`src/rtl/tmr_pkg.sv`:
```
// Shared types and constants for the TMR health tracker: core state encoding,
// core indices and the per-voter fault-bit layout.
package tmr_pkg;

    typedef enum logic [1:0] {
        HEALTHY = 2'b00,
        SUSPECT = 2'b01,
        FAULTY  = 2'b10
    } core_state_t;

    localparam int N_CORES = 3;

    // A core index is also that core's bit offset inside a voter's {A,B,C} group.
    localparam int CORE_A = 2;
    localparam int CORE_B = 1;
    localparam int CORE_C = 0;

    localparam int FAULT_BITS_PER_VOTER = 3;

endpackage

```
`src/rtl/tmr_core_health.sv`:
```
// Per-core health tracking: saturating leaky-bucket fault counter plus the
// HEALTHY/SUSPECT/FAULTY state machine driven by the registered count.
module tmr_core_health
    import tmr_pkg::*;
#(
    parameter int CNT_W          = 16,
    parameter int N_W            = 3,
    parameter int SUSPECT_THRESH = 16,
    parameter int FAULT_THRESH   = 100
) (
    input  logic             clk,
    input  logic             rst_n,
    input  logic [N_W-1:0]   n_inc,
    input  logic             decay_tick,
    input  logic             clear,
    output logic [CNT_W-1:0] count,
    output core_state_t      state,
    output logic             enter_faulty
);

    localparam logic [CNT_W-1:0] CNT_MAX  = '1;
    localparam logic [CNT_W-1:0] SUS_LVL  = CNT_W'(SUSPECT_THRESH);
    localparam logic [CNT_W-1:0] FLT_LVL  = CNT_W'(FAULT_THRESH);

    logic [CNT_W:0]   sum;
    logic [CNT_W-1:0] count_next;
    core_state_t      state_next;

    // NOTE: every always_comb output gets a default first so no path leaves it unassigned (no latch).
    always_comb begin
        sum        = {1'b0, count} + (CNT_W+1)'(n_inc);
        count_next = count;
        if (clear)
            count_next = '0;
        else if (n_inc != '0)
            count_next = sum[CNT_W] ? CNT_MAX : sum[CNT_W-1:0];
        else if (decay_tick && count != '0)
            count_next = count - 1'b1;
    end

    always_comb begin
        state_next = state;
        unique case (state)
            HEALTHY: begin
                if (count >= FLT_LVL)      state_next = FAULTY;
                else if (count >= SUS_LVL) state_next = SUSPECT;
            end
            SUSPECT: begin
                if (count >= FLT_LVL)      state_next = FAULTY;
                else if (count == '0)      state_next = HEALTHY;
            end
            FAULTY:  state_next = FAULTY;
            default: state_next = HEALTHY;
        endcase
        if (clear)
            state_next = HEALTHY;
    end

    assign enter_faulty = (state_next == FAULTY) && (state != FAULTY);

    // NOTE: state registers use non-blocking assignments and take the async reset; combinational next-state stays in always_comb.
    always_ff @(posedge clk or negedge rst_n) begin
        if (!rst_n) begin
            count <= '0;
            state <= HEALTHY;
        end else begin
            count <= count_next;
            state <= state_next;
        end
    end

endmodule

```
`src/rtl/tmr_health_tracker.sv`:
```
// Aggregates masked voter fault/disagree flags, tracks per-core health, and
// produces the fault interrupt and TMR/system status for the CSR block.
module tmr_health_tracker
    import tmr_pkg::*;
#(
    parameter int N_VOTERS       = 5,
    parameter int CNT_W          = 16,
    parameter int SUSPECT_THRESH = 16,
    parameter int FAULT_THRESH   = 100,
    parameter int DECAY_PERIOD   = 1024
) (
    input  logic                                 clk,
    input  logic                                 rst_n,
    input  logic [N_VOTERS-1:0]                  voter_disagree,
    input  logic [FAULT_BITS_PER_VOTER*N_VOTERS-1:0] voter_faults,
    input  logic [N_VOTERS-1:0]                  voter_mask,
    input  logic                                 clear,
    input  logic                                 irq_ack,
    output logic [CNT_W-1:0]                     fault_count_a,
    output logic [CNT_W-1:0]                     fault_count_b,
    output logic [CNT_W-1:0]                     fault_count_c,
    output logic [5:0]                           core_state,
    output logic [2:0]                           core_faulty,
    output logic                                 any_disagreement,
    output logic                                 system_healthy,
    output logic                                 tmr_active,
    output logic                                 irq
);

    localparam int N_W = $clog2(N_VOTERS + 1);

    logic [N_W-1:0]     n_inc [N_CORES];
    logic [CNT_W-1:0]   cnt   [N_CORES];
    core_state_t        st    [N_CORES];
    logic [N_CORES-1:0] enter;
    logic               decay_tick;
    logic               disagree_now;

    always_comb begin
        for (int c = 0; c < N_CORES; c++) begin
            n_inc[c] = '0;
            for (int v = 0; v < N_VOTERS; v++)
                if (!voter_mask[v])
                    n_inc[c] = n_inc[c] + N_W'(voter_faults[FAULT_BITS_PER_VOTER*v + c]);
        end
    end

    assign disagree_now = |(voter_disagree & ~voter_mask);

    // Free-running decay timer; the tick fires on the wrap cycle.
    generate
        if (DECAY_PERIOD == 0) begin : g_no_decay
            assign decay_tick = 1'b0;
        end else begin : g_decay
            localparam int TW = (DECAY_PERIOD > 1) ? $clog2(DECAY_PERIOD) : 1;
            localparam logic [TW-1:0] LAST = TW'(DECAY_PERIOD - 1);
            logic [TW-1:0] timer;

            always_ff @(posedge clk or negedge rst_n) begin
                if (!rst_n)
                    timer <= '0;
                else if (clear || timer == LAST)
                    timer <= '0;
                else
                    timer <= timer + 1'b1;
            end

            assign decay_tick = (timer == LAST);
        end
    endgenerate

    for (genvar c = 0; c < N_CORES; c++) begin : g_core
        tmr_core_health #(
            .CNT_W          (CNT_W),
            .N_W            (N_W),
            .SUSPECT_THRESH (SUSPECT_THRESH),
            .FAULT_THRESH   (FAULT_THRESH)
        ) u_core (
            .clk          (clk),
            .rst_n        (rst_n),
            .n_inc        (n_inc[c]),
            .decay_tick   (decay_tick),
            .clear        (clear),
            .count        (cnt[c]),
            .state        (st[c]),
            .enter_faulty (enter[c])
        );
        assign core_faulty[c] = (st[c] == FAULTY);
    end

    assign fault_count_a = cnt[CORE_A];
    assign fault_count_b = cnt[CORE_B];
    assign fault_count_c = cnt[CORE_C];
    assign core_state    = {st[CORE_A], st[CORE_B], st[CORE_C]};

    logic two_faulty;
    assign two_faulty = (core_faulty[0] & core_faulty[1]) |
                        (core_faulty[0] & core_faulty[2]) |
                        (core_faulty[1] & core_faulty[2]);

    always_ff @(posedge clk or negedge rst_n) begin
        if (!rst_n) begin
            any_disagreement <= 1'b0;
            system_healthy   <= 1'b0;
            tmr_active       <= 1'b0;
            irq              <= 1'b0;
        end else begin
            any_disagreement <= disagree_now;
            system_healthy   <= !disagree_now && (core_state == '0);
            tmr_active       <= clear || !two_faulty;
            if (clear)
                irq <= 1'b0;
            else if (|enter)
                irq <= 1'b1;
            else if (irq_ack)
                irq <= 1'b0;
        end
    end

endmodule

```
`config.mk`:
```
export PLATFORM = sky130hd
export DESIGN_NAME = tmr_health_tracker
export DESIGN_NICKNAME = d
export VERILOG_FILES = /design/src/rtl/tmr_pkg.sv /design/src/rtl/tmr_core_health.sv /design/src/rtl/tmr_health_tracker.sv
export SDC_FILE = /design/constraint.sdc
export NUM_CORES = 1
export LEC_CHECK = 0
export CORE_ASPECT_RATIO = 0.7
export CORE_UTILIZATION = 45
export DETAILED_ROUTE_END_ITERATION = 8
export GPL_TIMING_DRIVEN = 0
export PLACE_DENSITY = 0.68
export SLEW_MARGIN = 20
export SYNTH_ARGS = -nofsm -noshare
export SYNTH_HDL_FRONTEND = slang
export SYNTH_SLANG_ARGS = --single-unit
```
`constraint.sdc`:
```
create_clock -name clk -period 3.6 [get_ports clk]
set_clock_uncertainty 0.1 [all_clocks]
set_input_delay 1.08 -clock clk [delete_from_list [all_inputs] [get_ports clk]]
set_output_delay 1.08 -clock clk [all_outputs]
set_load 0.01 [all_outputs]
```
# == After elaboration in Yosys (flattened, before gate mapping) ==
# Cells that the tools add are included.
# classes
bitwise_logic,7
eq_ne,13
reduce_logical,30
n_shift,0
div_mod_pow,0
n_addsub,19
n_lt_le_gt_ge,6
multipliers,0
n_mux,49
# op_table
op,count
2-to-1 mux 16 bit,12
adder 16 x 3 -> 17 bit,3
">= comparator 16 x 5 -> 1 bit, second input constant",3
">= comparator 16 x 7 -> 1 bit, second input constant",3
zero test 16 bit,3
nonzero test 16 bit,3
"subtractor 16 x 1 -> 16 bit, second input constant",3
adder 3 x 1 -> 3 bit,12
2-to-1 mux 3 bit,12
2-to-1 mux 2 bit,15
nonzero test 3 bit,7
case mux 2 bit (3 select lines),3
"== test 2 bit, second input constant",6
"adder 10 x 1 -> 10 bit, second input constant",1
"== test 10 bit, second input constant",1
2-to-1 mux 10 bit,1
logical AND 1 bit,7
"== test 2 x 1 -> 1 bit, second input constant",3
zero test 2 bit,3
zero test 6 bit,1
2-to-1 mux 1 bit,6
"!= test 2 bit, second input constant",3
bitwise AND 5 bit,1
inverter 5 bit,1
other kinds (6),11
# totals
latch_bits,0
wordCells,135
mem_count,0
reg_bits,68
ramBits,0
mem_bits_ro,0

# == Logic depth before layout (Yosys ltp) ==
# depth
depth_word,13
mapped_depth,25
depth_no_buf,24

# == By module ==
# Synthesis repeated with hierarchy kept, for this count alone.
# unflattened
cells_unflattened,710
hier_area_um2,6122.1
# modules_own_cells
mod,area_each_um2,n_inst,cells_each
tmr_core_health,1567.8,3,182
tmr_health_tracker,1418.9,1,164

# == Worst setup path after synthesis ==
# OpenSTA, ideal clock, no wires.
# synth_timing
path_type,input-to-reg
from,input port voter_faults[1]
to,register g_core[1].u_core.count[6]
required_ns,3.422
arrival_time_ns,5.422
n_path_buf,1
slack_ns,-2.000
cell_stages,24
cell_sequence,nor2b_1 ha_1 nand2b_1 nand2_1 ha_1 nor2_1 a31oi_1 ha_1 nor2b_1 a21o_1 ha_1 ha_1 nor2_1 a21oi_1 a21boi_1 inv_1 buf_2 fa_1 nor2b_1 o211a_1 nand4_1 a21boi_1 a221o_1 a21oi_1
# synth_via
elab_chain_cells,13
word_cells_on_any_way,15
cone_classes,add/sub (5); mux (8); reduce/logical (2)
# synth_lines
element,line,source
"start, declared",tmr_health_tracker.sv:15,"input logic [FAULT_BITS_PER_VOTER*N_VOTERS-1:0] voter_faults,"
2-to-1 mux 1 bit *,tmr_health_tracker.sv:43,if (!voter_mask[v])
adder 3 x 1 -> 3 bit,tmr_health_tracker.sv:44,n_inc[c] = n_inc[c] + N_W'(voter_faults[FAULT_BITS_PER_VOTER*v + c]);
2-to-1 mux 3 bit *,tmr_health_tracker.sv:43,
adder 3 x 1 -> 3 bit,tmr_health_tracker.sv:44,
2-to-1 mux 3 bit *,tmr_health_tracker.sv:43,
adder 3 x 1 -> 3 bit,tmr_health_tracker.sv:44,
2-to-1 mux 3 bit *,tmr_health_tracker.sv:43,
adder 3 x 1 -> 3 bit,tmr_health_tracker.sv:44,
2-to-1 mux 3 bit *,tmr_health_tracker.sv:43,
adder 16 x 3 -> 17 bit,tmr_core_health.sv:31,"sum = {1'b0, count} + (CNT_W+1)'(n_inc);"
2-to-1 mux 16 bit,tmr_core_health.sv:36,count_next = sum[CNT_W] ? CNT_MAX : sum[CNT_W-1:0];
2-to-1 mux 16 bit,tmr_core_health.sv:35,else if (n_inc != '0)
2-to-1 mux 16 bit,tmr_core_health.sv:33,if (clear)
"end signal, assigned",tmr_core_health.sv:67,count <= count_next;
"end, declared",tmr_core_health.sv:16,"output logic [CNT_W-1:0] count,"
# Every way passes the cells marked *; elsewhere a longest branch is shown, timed or not.
# A chain may end at the register's enable or synchronous reset.

# == Worst setup path after layout ==
# layout_timing
from,input port voter_mask[0]
to,register g_core[1].u_core.count[6]
# layout_via
elab_chain_cells,13
word_cells_on_any_way,15
cone_classes,add/sub (5); mux (8); reduce/logical (2)
# layout_lines
element,line,source
"start, declared",tmr_health_tracker.sv:16,"input logic [N_VOTERS-1:0] voter_mask,"
2-to-1 mux 1 bit *,tmr_health_tracker.sv:43,
adder 3 x 1 -> 3 bit,tmr_health_tracker.sv:44,
2-to-1 mux 3 bit *,tmr_health_tracker.sv:43,
adder 3 x 1 -> 3 bit,tmr_health_tracker.sv:44,
2-to-1 mux 3 bit *,tmr_health_tracker.sv:43,
adder 3 x 1 -> 3 bit,tmr_health_tracker.sv:44,
2-to-1 mux 3 bit *,tmr_health_tracker.sv:43,
adder 3 x 1 -> 3 bit,tmr_health_tracker.sv:44,
2-to-1 mux 3 bit *,tmr_health_tracker.sv:43,
adder 16 x 3 -> 17 bit,tmr_core_health.sv:31,
2-to-1 mux 16 bit,tmr_core_health.sv:36,
2-to-1 mux 16 bit,tmr_core_health.sv:35,
2-to-1 mux 16 bit,tmr_core_health.sv:33,
# Marks and branches as above.

==> results by stage <==
Timing:
- Timing would allow up to 186 MHz.
- The max-slew violation count is 0.
- The worst pin sits at a relative slew slack of 3.47%.
- The worst-margin pin slew is 1.44 ns.
- The minimum setup slack in the final design is -1.77 ns.
- For the finished layout, the period the worst path requires is 5.37 ns.
- Setup violations remaining at the end of the flow were counted as 48.
- The hold violation count in the final report was 0.
- Setup repair after global routing could not meet its margin everywhere.
- Of the available clock period, the critical path in the final layout requires 149%.

Worst setup path:
- The worst flop-to-flop path endpoint is g_core[2].u_core.count[13].
- The type of the setup path with the least slack is in -> reg.
- The sort of element at the start of the critical path is an input pin.
- In this run the register-to-register setup slack is between 0.3 and 0.4 ns.
- The worst register-to-register path has a depth of 8.
- The standard cell with the maximum stage delay on the critical path is a221o_1.
- Among the stages of the critical path, the cell type that occurs most often is ha_4.
- The delay of the slowest cell on the worst path is around 0.4 ns.
- The required time reported for the critical path endpoint is 3.76 ns.
- In this run the critical register-to-register path is launched from g_core[2].u_core.count[8].
- Of all nets on the critical path, the largest fanout is 7.
- STA puts the critical path data arrival time at between 5 and 6 ns.
- The kind of end point of the critical path is a flip-flop.

Run status:
- The flow ran to the end, but the final reports show violations.
- The final reports fail on negative setup slack.

Pwr:
- In this run the static leakage power is 3.89 nW.
- Net switching is about 42% of the power.
- The cell-internal power is 0.00287 W.
- The worst vdd rail ir drop is 346 uV.
- The clock network fraction of total power is 21.4%.
- Sequential cells account for about 22% of the total power.
- In this run the power density over the cells is 513 nW/um^2.
- For this design the total switching power over the nets is 0.00212 W.
- The combinational share of power is 56.3%.

Routing:
- The sum of routed wire length over all layers is around 25 mm.
- For this run, design rule violations remaining after detail routing come to 0.
- The first TritonRoute pass finished after 7 iterations.
- The average wire per cell in the routed design is 22.2 um.
- Using the TritonRoute via totals, the vias-per-cell ratio works out to 6.43.
- The remaining number of nets flagged by the antenna check after routing is 0.
- The routed layout has 7,315 vias.
- The violation count after the first detailed-route iteration is 952.

Placement:
- At the placement stage, the worst setup path has a slack of -3.16 ns.
- The instance area after placement is 7910 um^2.
- The final weighted congestion of routability-driven global placement is about 1.
- The number of buffers inserted by port buffering is between 80 and 90.
- Once detailed placement completed, the half-perimeter wirelength came to 16.8 mm.

Clock tree:
- The hold-fix buffer count after cts is 0.
- The number of buffers inserted during clock tree synthesis is 9.
- The root buffer cell chosen for the clock tree is clkbuf_16.
- The CTS tree is built.
- The H-tree was split into 3 levels.
- The TritonCTS sink count is between 60 and 70.
- The clock latency on the worst-skew pair is about 0.35 ns.
- The maximum buffer depth of the clock tree is 2.
- After clock tree synthesis, the clock-pin slew on the worst setup and hold paths is 0.06 ns.

Global route:
- The number of antenna violations at the first check in global routing is 1.
- The via count of the first global-routing pass is 6,566.
- The total global routing track utilization is between 30% and 40%.
- After global routing the overflow that remains totals 0.
- Entering global routing, the biggest net connects 42 pins.
- The first global-routing pass estimated 36.9 mm of wire.

Die:
- The initial cell density of the core is 46.9%.
- The number of placement rows is 35.
- In this run the horizontal extent of the chip is 143 um.
- The overall die height is 101 um.
- The full die area is between 10,000 and 15,000 um^2.
- The floorplan step defined a core boundary enclosing 13,400 um^2.
- The number of I/O pins is 90.

Synth:
- After synthesis the netlist holds a flip-flop and latch count of 68.
- In the synthesized netlist the async set-or-reset flop fraction comes to 100%.
- The number of flops mapped to enable cells by yosys is 0.
- In this run, distinct cell masters in the synthesized netlist total 92.
- The top cell type by area accounts for ~27% of the synthesized area.
- The synthesized netlist net count is 828.
- The biggest area contributor in the post-synthesis netlist is dfrtp_1.
- Sequential cells were found to cover a little over a quarter of the synthesized design area.
- The Yosys step of the flow raised 0 warnings.
- The area of the mapped netlist is 6260 um^2.
- The dominant synthesized flop cell is dfrtp_1.
- The cell count after synthesis is approximately 760.
- The average size of a mapped cell is 8.21 um^2.
- Yosys attributes the largest share of cell area to dfrtp_1, ha_1, nand3_1.

Cells and area:
- Summing all non-filler instances in the final layout gives an area of 9720 um^2.
- The net count reported at finish is approximately 1,000.
- In the final layout, the share of cells above drive strength 1 is 32.7%.
- The growth of design area from synthesis to finish is 55.3%.
- The number of antenna repair diodes is 0.
- After filler insertion, the fill cell instance count of the layout stands at 943.

Worst hold path:
- The sink of the worst hold path is g_decay.timer[0].
- The number of stages on the worst hold path is 1.
- The startpoint of the tightest hold check path is g_decay.timer[0].
- The min-delay analysis places its worst path in the category reg -> reg.

Flow run:
- The number of maximum-capacitance violations is 0.
## synth_stat cells (6+ instances only)
library cell / count
dfrtp_1: 68
nand2_1: 55
nor2_1: 49
nand3_1: 42
a21oi_1: 41
nor3_1: 35
ha_1: 34
inv_1: 34
clkbuf_1: 32
nand4_1: 26
o21ai_0: 25
nor4_1: 21
a211oi_1: 19
xnor2_1: 18
xor2_1: 18
a31oi_1: 15
nor2b_1: 15
nand2b_1: 14
or3_1: 14
and3_1: 11
buf_2: 11
mux2_2: 11
a311oi_1: 6
and2_1: 6
or4_1: 6
## area by class of cell
| type | instances | area, um^2 | share of cell area [%] |
|---|---|---|---|
| clock inverters | 7 | 123 | 1.26 |
| clock buffers | 9 | 225 | 2.32 |
| well taps | 185 | 231 | 2.38 |
| flip-flops and latches | 68 | 1700 | 17.5 |
| plain buffers | 52 | 308 | 3.17 |
| repair buffers | 174 | 1670 | 17.2 |
| multi-input cells | 607 | 5330 | 54.8 |
| inverters | 35 | 135 | 1.39 |
## sequential cells by signal, indices dropped and copies added, names as in the netlist
signal	count
any_disagreement	1
g_core.u_core.count	48
g_core.u_core.state	6
g_decay.timer	10
irq	1
system_healthy	1
tmr_active	1
## power groups by stage
stage                     combinational, W  sequential, W  clock (W)
after global routing               0.00299        0.00113    0.00111
after detailed placement           0.00228        0.00111          0
final                              0.00281        0.00111    0.00107
after CTS                          0.00247        0.00110    0.00107
after global placement             0.00225        0.00110          0
after floorplan                    0.00147        0.00112          0
## worst max path at each step
stage,startpoint,to,slack (ns),cells past startpoint
floorplan,voter_faults[1],g_core[1].u_core.count[6],-1.73,24
global placement,voter_mask[0],g_core[1].u_core.count[6],-3.09,25
detailed placement,voter_mask[0],g_core[1].u_core.count[6],-3.16,25
CTS,voter_faults[1],g_core[1].u_core.count[6],-1.75,26
global route,voter_mask[0],g_core[1].u_core.count[6],-1.85,26
finish,voter_mask[0],g_core[1].u_core.count[6],-1.77,26
## routing by layer
metal | share of wire, % | global-route usage, % | vias to the layer above
met4 | 2.4 | 8.35 | 2
met5 | 0.051 | 0 | -
met3 | 11 | 9.12 | 69
met1 | 44 | 50.1 | 3507
met2 | 42 | 49.1 | 481
li1 | - | - | 3256
## critical path: cells and delay by family
family	cells	cell delay, ns
compound gates	8	1.67
simple gates	8	0.75
buf+inv	4	0.48
fa+ha+maj	6	1.54
## cell usage in the layout, fill, tap and decap left out, types with 27 or more instances in the layout
cell | netlist | layout
clkbuf_1 | 32 | 28
buf_4 | 3 | 65
nor3_1 | 35 | 29
dfrtp_1 | 68 | 68
clkdlybuf4s50_1 | 0 | 78
nor2_1 | 49 | 44
nand2_1 | 55 | 44
nand3_1 | 42 | 35
a21oi_1 | 41 | 27
buf_6 | 2 | 27
## what timing repair did
action,CTS,global route
endpoints found under the setup margin,48,48
pin swaps,46,79
buffers inserted,55,32
gates cloned,0,1
resized for setup,68,113
## logic make-up after synthesis
| family | count (synthesis) | share of synthesized area [%] |
|---|---|---|
| buf+inv | 87 | 5.86 |
| xor+xnor | 39 | 6.12 |
| fa+ha+maj | 37 | 7.76 |
| compound gates | 193 | 22.8 |
| flops | 68 | 27.2 |
| simple gates | 327 | 28.3 |
| mux | 11 | 1.98 |
## per-stage QoR
step / utilization (%) / cells / setup TNS (ns) / hold slack, ns / total power [W]
floorplan: - / 762 / -58.00 / 0.375 / 0.00258
global placement: 59.1 / 1035 / -186.26 / 0.401 / 0.00334
detailed placement: 59.2 / 1036 / -112.93 / 0.408 / 0.00339
CTS: 66.8 / 1106 / -68.77 / 0.417 / 0.00464
global route: 72.8 / 1137 / -69.49 / 0.445 / 0.00523
finish: 72.8 / 1137 / -64.91 / 0.418 / 0.00499
No activity file was read; power rests on OpenSTA's default activity.
